**src/rtl/fcsr_pkg.sv**
```systemverilog
// Shared constants and types for the FP control/status register block.
package fcsr_pkg;

   localparam logic [11:0] CSR_FFLAGS = 12'h001;
   localparam logic [11:0] CSR_FRM    = 12'h002;
   localparam logic [11:0] CSR_FCSR   = 12'h003;

   localparam int FFLAGS_LSB = 0;
   localparam int FRM_LSB    = 5;

   typedef enum logic [1:0] {
      CSR_READ = 2'd0,
      CSR_RW   = 2'd1,
      CSR_RS   = 2'd2,
      CSR_RC   = 2'd3
   } csr_mode_e;

   typedef enum logic [1:0] {
      IDLE  = 2'd0,
      DRAIN = 2'd1,
      EXEC  = 2'd2
   } state_e;

endpackage

```
**src/rtl/fcsr_field_update.sv**
```systemverilog
// Combinational old-value select and read-modify-write ALU for one fcsr access.
module fcsr_field_update
   import fcsr_pkg::*;
(
   input  logic [11:0] addr_i,
   input  logic [1:0]  mode_i,
   input  logic [31:0] wdata_i,
   input  logic [4:0]  fflags_i,
   input  logic [2:0]  frm_i,
   output logic [31:0] old_o,
   output logic [31:0] new_o,
   output logic        legal_o
);

   always_comb begin
      old_o   = '0;
      legal_o = 1'b1;
      case (addr_i)
         CSR_FFLAGS: old_o[4:0] = fflags_i;
         CSR_FRM:    old_o[2:0] = frm_i;
         CSR_FCSR:   old_o[7:0] = {frm_i, fflags_i};
         default:    legal_o    = 1'b0;
      endcase
   end

   always_comb begin
      new_o = old_o;
      case (csr_mode_e'(mode_i))
         CSR_RW:  new_o = wdata_i;
         CSR_RS:  new_o = old_o | wdata_i;
         CSR_RC:  new_o = old_o & ~wdata_i;
         default: new_o = old_o;
      endcase
   end

endmodule

```
**src/rtl/fcsr_ctrl.sv**
```systemverilog
// fcsr owner: sticky flag accumulation, outstanding-op drain and serialised CSR access.
//  state | meaning
//  IDLE  | no CSR access in progress; FP issue allowed unless counter full
//  DRAIN | CSR request waiting for all in-flight FP ops to retire
//  EXEC  | single-cycle read-modify-write of the addressed field
module fcsr_ctrl
   import fcsr_pkg::*;
#(
   parameter int MAX_OUTSTANDING = 4,
   parameter int CNT_W           = $clog2(MAX_OUTSTANDING + 1)
) (
   input  logic        clk,
   input  logic        rst,
   input  logic        fp_issue,
   input  logic        fp_done,
   input  logic [4:0]  f_flags,
   output logic        fp_stall,
   input  logic        csr_req,
   input  logic [11:0] csr_addr,
   input  logic [1:0]  csr_mode,
   input  logic [31:0] csr_wdata,
   output logic        csr_ready,
   output logic [31:0] csr_rdata,
   output logic        csr_illegal,
   output logic [2:0]  frm,
   output logic [31:0] fcsr_out
);

   state_e             state_q, state_d;
   logic [CNT_W-1:0]   count_q, count_d;
   logic [4:0]         fflags_q, fflags_d;
   logic [2:0]         frm_q, frm_d;
   logic               ready_q, ready_d;
   logic [31:0]        rdata_q, rdata_d;
   logic               illegal_q, illegal_d;
   logic               exec;

   logic [31:0]        old_val;
   logic [31:0]        new_val;
   logic               legal;
   logic               unused_new_hi;

   fcsr_field_update u_field_update (
      .addr_i   (csr_addr),
      .mode_i   (csr_mode),
      .wdata_i  (csr_wdata),
      .fflags_i (fflags_q),
      .frm_i    (frm_q),
      .old_o    (old_val),
      .new_o    (new_val),
      .legal_o  (legal)
   );

   assign unused_new_hi = ^new_val[31:8];

   // Stall combinationally on csr_req so nothing issues in the request cycle.
   assign fp_stall = (count_q == CNT_W'(MAX_OUTSTANDING)) || (state_q != IDLE) || csr_req;

   always_comb begin
      count_d = count_q;
      case ({fp_issue, fp_done})
         2'b10:   count_d = count_q + CNT_W'(1);
         2'b01:   count_d = count_q - CNT_W'(1);
         default: count_d = count_q;
      endcase
   end

   always_comb begin
      state_d = state_q;
      exec    = 1'b0;
      case (state_q)
         IDLE: begin
            if (csr_req) begin
               state_d = ((count_q != '0) || fp_done) ? DRAIN : EXEC;
            end
         end
         DRAIN: begin
            if ((count_q == '0) && !fp_done) begin
               state_d = EXEC;
            end
         end
         EXEC: begin
            exec    = 1'b1;
            state_d = IDLE;
         end
         default: state_d = IDLE;
      endcase
   end

   always_comb begin
      fflags_d  = fp_done ? (fflags_q | f_flags) : fflags_q;
      frm_d     = frm_q;
      ready_d   = exec;
      rdata_d   = exec ? old_val : rdata_q;
      illegal_d = exec ? !legal : illegal_q;
      if (exec && legal) begin
         case (csr_addr)
            CSR_FFLAGS: fflags_d = new_val[4:0];
            CSR_FRM:    frm_d    = new_val[2:0];
            CSR_FCSR: begin
               fflags_d = new_val[FRM_LSB-1:FFLAGS_LSB];
               frm_d    = new_val[FRM_LSB+2:FRM_LSB];
            end
            default: ;
         endcase
      end
   end

   always_ff @(posedge clk) begin
      if (rst) begin
         state_q   <= IDLE;
         count_q   <= '0;
         fflags_q  <= '0;
         frm_q     <= '0;
         ready_q   <= 1'b0;
         rdata_q   <= '0;
         illegal_q <= 1'b0;
      end else begin
         state_q   <= state_d;
         count_q   <= count_d;
         fflags_q  <= fflags_d;
         frm_q     <= frm_d;
         ready_q   <= ready_d;
         rdata_q   <= rdata_d;
         illegal_q <= illegal_d;
      end
   end

   assign csr_ready   = ready_q;
   assign csr_rdata   = rdata_q;
   assign csr_illegal = illegal_q;
   assign frm         = frm_q;
   assign fcsr_out    = {24'b0, frm_q, fflags_q};

endmodule

```
**config.mk**
```make
export PLATFORM = sky130hd
export DESIGN_NAME = fcsr_ctrl
export DESIGN_NICKNAME = d
export VERILOG_FILES = /design/src/rtl/fcsr_pkg.sv /design/src/rtl/fcsr_field_update.sv /design/src/rtl/fcsr_ctrl.sv
export SDC_FILE = /design/constraint.sdc
export NUM_CORES = 1
export LEC_CHECK = 0
export ABC_AREA = 1
export BUFFER_PORTS_ARGS = -buffer_cell sky130_fd_sc_hd__buf_2
export CORE_UTILIZATION = 43
export DETAILED_ROUTE_END_ITERATION = 10
export GPL_ROUTABILITY_DRIVEN = 0
export MAX_ROUTING_LAYER = met4
export PLACE_DENSITY_LB_ADDON = 0.2
export SLEW_MARGIN = 5
export SYNTH_ARGS = -nofsm -noshare
export SYNTH_HDL_FRONTEND = slang
export SYNTH_SLANG_ARGS = --single-unit
export TNS_END_PERCENT = 1
```
**constraint.sdc**
```tcl
create_clock -name clk -period 3.8 [get_ports clk]
set_clock_uncertainty 0.15 [all_clocks]
set_input_delay 0.19 -clock clk [delete_from_list [all_inputs] [get_ports clk]]
set_output_delay 0.19 -clock clk [all_outputs]
set_load 0.05 [all_outputs]
```
==> Word-level counts from Yosys, hierarchy flattened <==
Cells that the tools add are included.
Widths: inputs -> output; s select.
{ "classes": {"n_eq_ne": 13, "n_bitwise": 4, "muxes": 15, "reduce_logical": 17, "n_addsub": 2} }
{ "op_table": {"columns": ["cell", "count"], "rows": [
  ["$eq 12x2->1 const B", 2],
  ["$pmux 8 s3", 1],
  ["$pmux 3 s2", 3],
  ["$mux 5", 3],
  ["$eq 12x1->1 const B", 1],
  ["$and 8x8->8", 1],
  ["$eq 2x2->1 const B", 4],
  ["$mux 2", 4],
  ["$not 8->8", 1],
  ["$or 8x8->8", 1],
  ["$eq 2x1->1 const B", 3],
  ["$reduce_bool 2->1", 3],
  ["$or 5x5->5", 1],
  ["$ne 2x2->1 const B", 2],
  ["$pmux 2 s2", 1],
  ["$reduce_and 2->1", 2],
  ["$add 3x1->3 const B", 1],
  ["$eq 3x3->1 const B", 1],
  ["$logic_not 3->1", 1],
  ["$logic_or 1x1->1", 3],
  ["$mux 3", 1],
  ["$reduce_bool 3->1", 1],
  ["$reduce_or 3->1", 1],
  ["$sub 3x1->3 const B", 1],
  ["5 further kinds", 8]
]} }
{ "totals": {"input_bits": 56, "word_cells": 58, "output_inout_bits": 70, "ff_bits": 23} }

==> Longest topological paths before layout <==
{ "logic_depth": {"word_depth": 7, "depth_mapped": 10, "ltp_nobuf": 10} }

==> Hierarchy <==
A second synthesis with hierarchy kept.
{ "unflattened": {"cells_unflattened": 431, "hier_area_um2": 2864.0} }
{ "by_module_without_submodules": {"columns": ["module", "area_per_inst_um2", "n_inst", "cells_per_inst"], "rows": [
  ["fcsr_ctrl", 2085.8, 1, 284],
  ["fcsr_field_update", 778.2, 1, 147]
]} }

==> Worst setup path before layout <==
Ideal clock, no wire load.
{ "synth_path": {"kind": "register to output", "startpoint": "reg count_q[0]", "endpoint": "out fp_stall", "path_stages_with_launch": 4, "arrival_time_ns": 1.547, "t_required_ns": 3.460, "setup_slack_ns": 1.913, "cell_sequence": "dfxtp_1 nor2_1 inv_1 o21ai_0"} }
{ "synth_via": {"elab_chain_len": 3} }
{ "synth_lines": {"columns": ["item", "line", "source"], "rows": [
  ["start: declaration", "fcsr_ctrl.sv:30", "logic [CNT_W-1:0] count_q, count_d;"],
  ["start signal: assignment", "fcsr_ctrl.sv:120", "count_q <= count_d;"],
  ["$eq 3x3->1", "fcsr_ctrl.sv:57", "assign fp_stall = (count_q == CNT_W'(MAX_OUTSTANDING)) || (state_q != IDLE) || csr_req;"],
  ["$logic_or 1x1->1 (2 in series)", "fcsr_ctrl.sv:57", null],
  ["end: declaration", "fcsr_ctrl.sv:17", "output logic fp_stall,"]
]} }
No other way between the ends.

==> Final worst setup path <==
{ "layout_path": {"startpoint": "reg state_q[0]", "endpoint": "out fp_stall"} }
{ "layout_via": {"elab_chain_len": 3} }
{ "layout_lines": {"columns": ["item", "line", "source"], "rows": [
  ["start: declaration", "fcsr_ctrl.sv:29", "state_e state_q, state_d;"],
  ["start signal: assignment", "fcsr_ctrl.sv:119", "state_q <= state_d;"],
  ["$reduce_bool 2->1", "fcsr_ctrl.sv:57", null],
  ["$logic_or 1x1->1 (2 in series)", "fcsr_ctrl.sv:57", null]
]} }
No other way between the ends.

==> flow_summary.yaml <==
timing:
  rsz0062_at_grt: "false"
  drv_slew: 0
  final_hold_violations: 0
  tns_ns: 0
  clock.fmax_mhz: 626
  fin_crit_sh_pct: 42.1
  setup_viol_count_final: 0
  min_period_ns: 1.60
worst_setup_path:
  critical_path_source_type: "flop"
  critPathRequiredTime_ns: 3.46
  cpPeakStageDelay_ns: 0.31
  cp_bufs_invs: 1
  path_cells: "or2_2, nor2_1, o21ai_0, buf_2"
  startpoint: "state_q[0]"
  cp_slowest_cell: "dfxtp_1"
  kind_of_cell_adding_the_most_delay_to_the_critical_path: "simple AND/OR/NAND/NOR gates"
  critical_path_arrival_ns: 1.26
  reg2reg_from: "count_q[0]"
  criticalPathCategory: "reg -> out"
  crit_path_end_kind: "output port"
  cp_max_fo: 2
place:
  dpl-instance-area_um2: 1760
  place_hpwl_mm: 2.65
  io_buffer_count: 53
floorplan:
  floorplan.core_area_um2: 3690
  initial_utilization_pct: 44.9
  pin_count: 126
  die-area_um2: 4100
  placementRows: 22
  die_height_um: 64.1
  die_w_um: 64.1
pwr:
  power.combinational.fraction_pct: 34.5
  p_sw_share_pct: 42.4
  power.leakage_nw: 1.07
  power_per_cell_area_nw_per_um2: 350
  ir_worst_vdd_mv: 0.170
  power.internal_uw: 364
  power_frac_clock_pct: 24.2
  netSwitchingPower_uw: 268
  portion_of_total_power_attributed_to_sequential_cells_pct: 41.3
drt:
  met2RoutedLength_mm: 1.53
  highest_routed_metal_layer: "met4"
  detail_route.wl_per_cell_um: 9.88
  met3_wirelength_um: 211
  antenna_left: 0
  num_vias: 1464
  detailedRoute.firstPassIterationCount: 4
  drc: 0
  dr.first_iter.drc_count: 72
  avgViaCountPerCell: 4.36
  sum_of_routed_wire_segments_on_met1_mm: 1.54
  totalWireLength_mm: 3.32
clocking:
  cts-htree-levels: 1
  clock_sinks: 23
  cts-resized-gates: 0
  cts_inserted_buffers: 3
  cts_tree: "yes"
  clock_tree.buffer_depth: 2
  postCtsSetupBuffers: 0
  hold_buffers: 0
  insertion_delay_ns: 0.27
  cts.clk_slew.worst_paths_ns: 0.09
  root_cell_of_the_clock_tree: "clkbuf_8"
finish:
  finalInstanceArea_um2: 1810
  area_growth_pct: 9.06
  final_net_count: 347
  final_cell_mix: "53 x buf_2, 48 x conb_1, 33 x nand2_1, 23 x dfxtp_1"
  layout_commonest_cell: "buf_2"
  share_of_final_layout_standard_cells_stronger_than_drive_strength_1_pct: 24.7
  antennaDiodeCount: 0
  fill_cells: 410
logic_synthesis:
  syn-cell-area_um2: 1660
  netlist.top_cell.by_area: "dfxtp_1"
  ys_seq_elements: 23
  synth-seq-area-share_pct: 27.8
  synth_cells: 238
  post-synth-top-area-fraction_pct: 27.8
  synth_top_cells_by_area: "dfxtp_1 28%, buf_4 24%, nand2_1 7.5%"
  synthesis.area_per_instance_um2: 6.96
  warning_count_from_the_yosys_run: 0
  ys_types: 27
global_routing:
  pin_count_of_the_biggest_net_entering_global_routing: 14
  global_route_wire_length_before_repair_mm: 5.44
  grt_pass1_vias: 1204
  antenna_violations_before_repair: 0
  grt_usage_pct: 17.2
  grt_overflow_total: 0
flow_run:
  cap_violations: 0
min_path:
  hold_path_startpoint: "csr_wdata[4]"
  worst_hold_path_type: "in -> reg"
run_status:
  status: "finished clean"
==> routing by layer <==
metal | GRT usage, % | up-vias
met1 | 22.8 | 632
met4 | 6.82 | 0
met2 | 26.9 | 64
li1 | - | 764
met3 | 1.79 | 4
met5 | - | -
==> worst paths after layout <==
| check | to | slack [ns] | cells after the start |
|---|---|---|---|
| setup / recovery | fp_stall | 2.20 | 4 |
| hold / removal | fflags_q[4] | 0.05 | 3 |
| hold reg to reg | state_q[1] | 0.31 | 1 |
| setup reg to reg | count_q[2] | 2.21 | 6 |
==> stage by stage <==
step                power [mW]  std cells  worst slack, ns  hold slack [ns]  utilization (%)
floorplan                0.486        285             1.91            0.119                -
global placement         0.483        332             2.09            0.296             47.7
detailed placement       0.484        332             2.08            0.297             47.7
CTS                      0.635        336             2.18           0.0449             49.0
global route             0.664        336             2.02           0.0659             49.0
finish                   0.632        336             2.20           0.0493             49.0
==> logic make-up (layout without fill, tap and decap cells) <==
group,after synthesis,in the layout,synth area share (%)
and+or+nand+nor,88,88,26.3
AOI/OAI and AO/OA,45,45,14.0
buffers and inverters,79,82,29.7
DFF,23,23,27.8
other,1,48,0.226
adders and majority gates,2,2,1.96
==> worst min-delay path: cells and delay by family <==
family          cells  cell delay (ns)
buf+inv             1             0.09
compound gates      2             0.16
==> synth_stat cells (all sizes together) <==
library cell   n
a21oi         20
nor2          24
clkinv         1
o21ai         22
or2            2
nand4          1
fa             1
buf           52
dfxtp         23
a211oi         1
clkbuf         2
nor4           1
nand2         36
inv           24
conb           1
nand3         23
a21o           2
nor3           1
ha             1
==> area by class of cell <==
type / count / area (um^2) / share of cell area, %
Clock buffer: 3 / 41.3 / 2.29
Clock inverter: 1 / 5.00 / 0.277
Inverter: 25 / 93.8 / 5.19
Multi-Input combinational cell: 183 / 881 / 48.8
Sequential cell: 23 / 460 / 25.5
Tap cell: 48 / 60.1 / 3.32
Timing Repair Buffer: 53 / 265 / 14.7
==> state kept, by name, indices dropped and copies added (netlist names) <==
signal,count
csr_rdata,8
fflags_q,5
count_q,3
frm,3
state_q,2
csr_illegal,1
csr_ready,1
==> power by group through the flow <==
stage / Sequential, mW / Combinational, mW / Clock [mW]
2_1_floorplan: 0.288 / 0.198 / 0
3_3_place_gp: 0.266 / 0.217 / 0
3_5_place_dp: 0.267 / 0.218 / 0
4_1_cts: 0.261 / 0.218 / 0.156
5_1_grt: 0.263 / 0.234 / 0.167
6_report: 0.261 / 0.218 / 0.153
(Power assumes the default switching activity.)
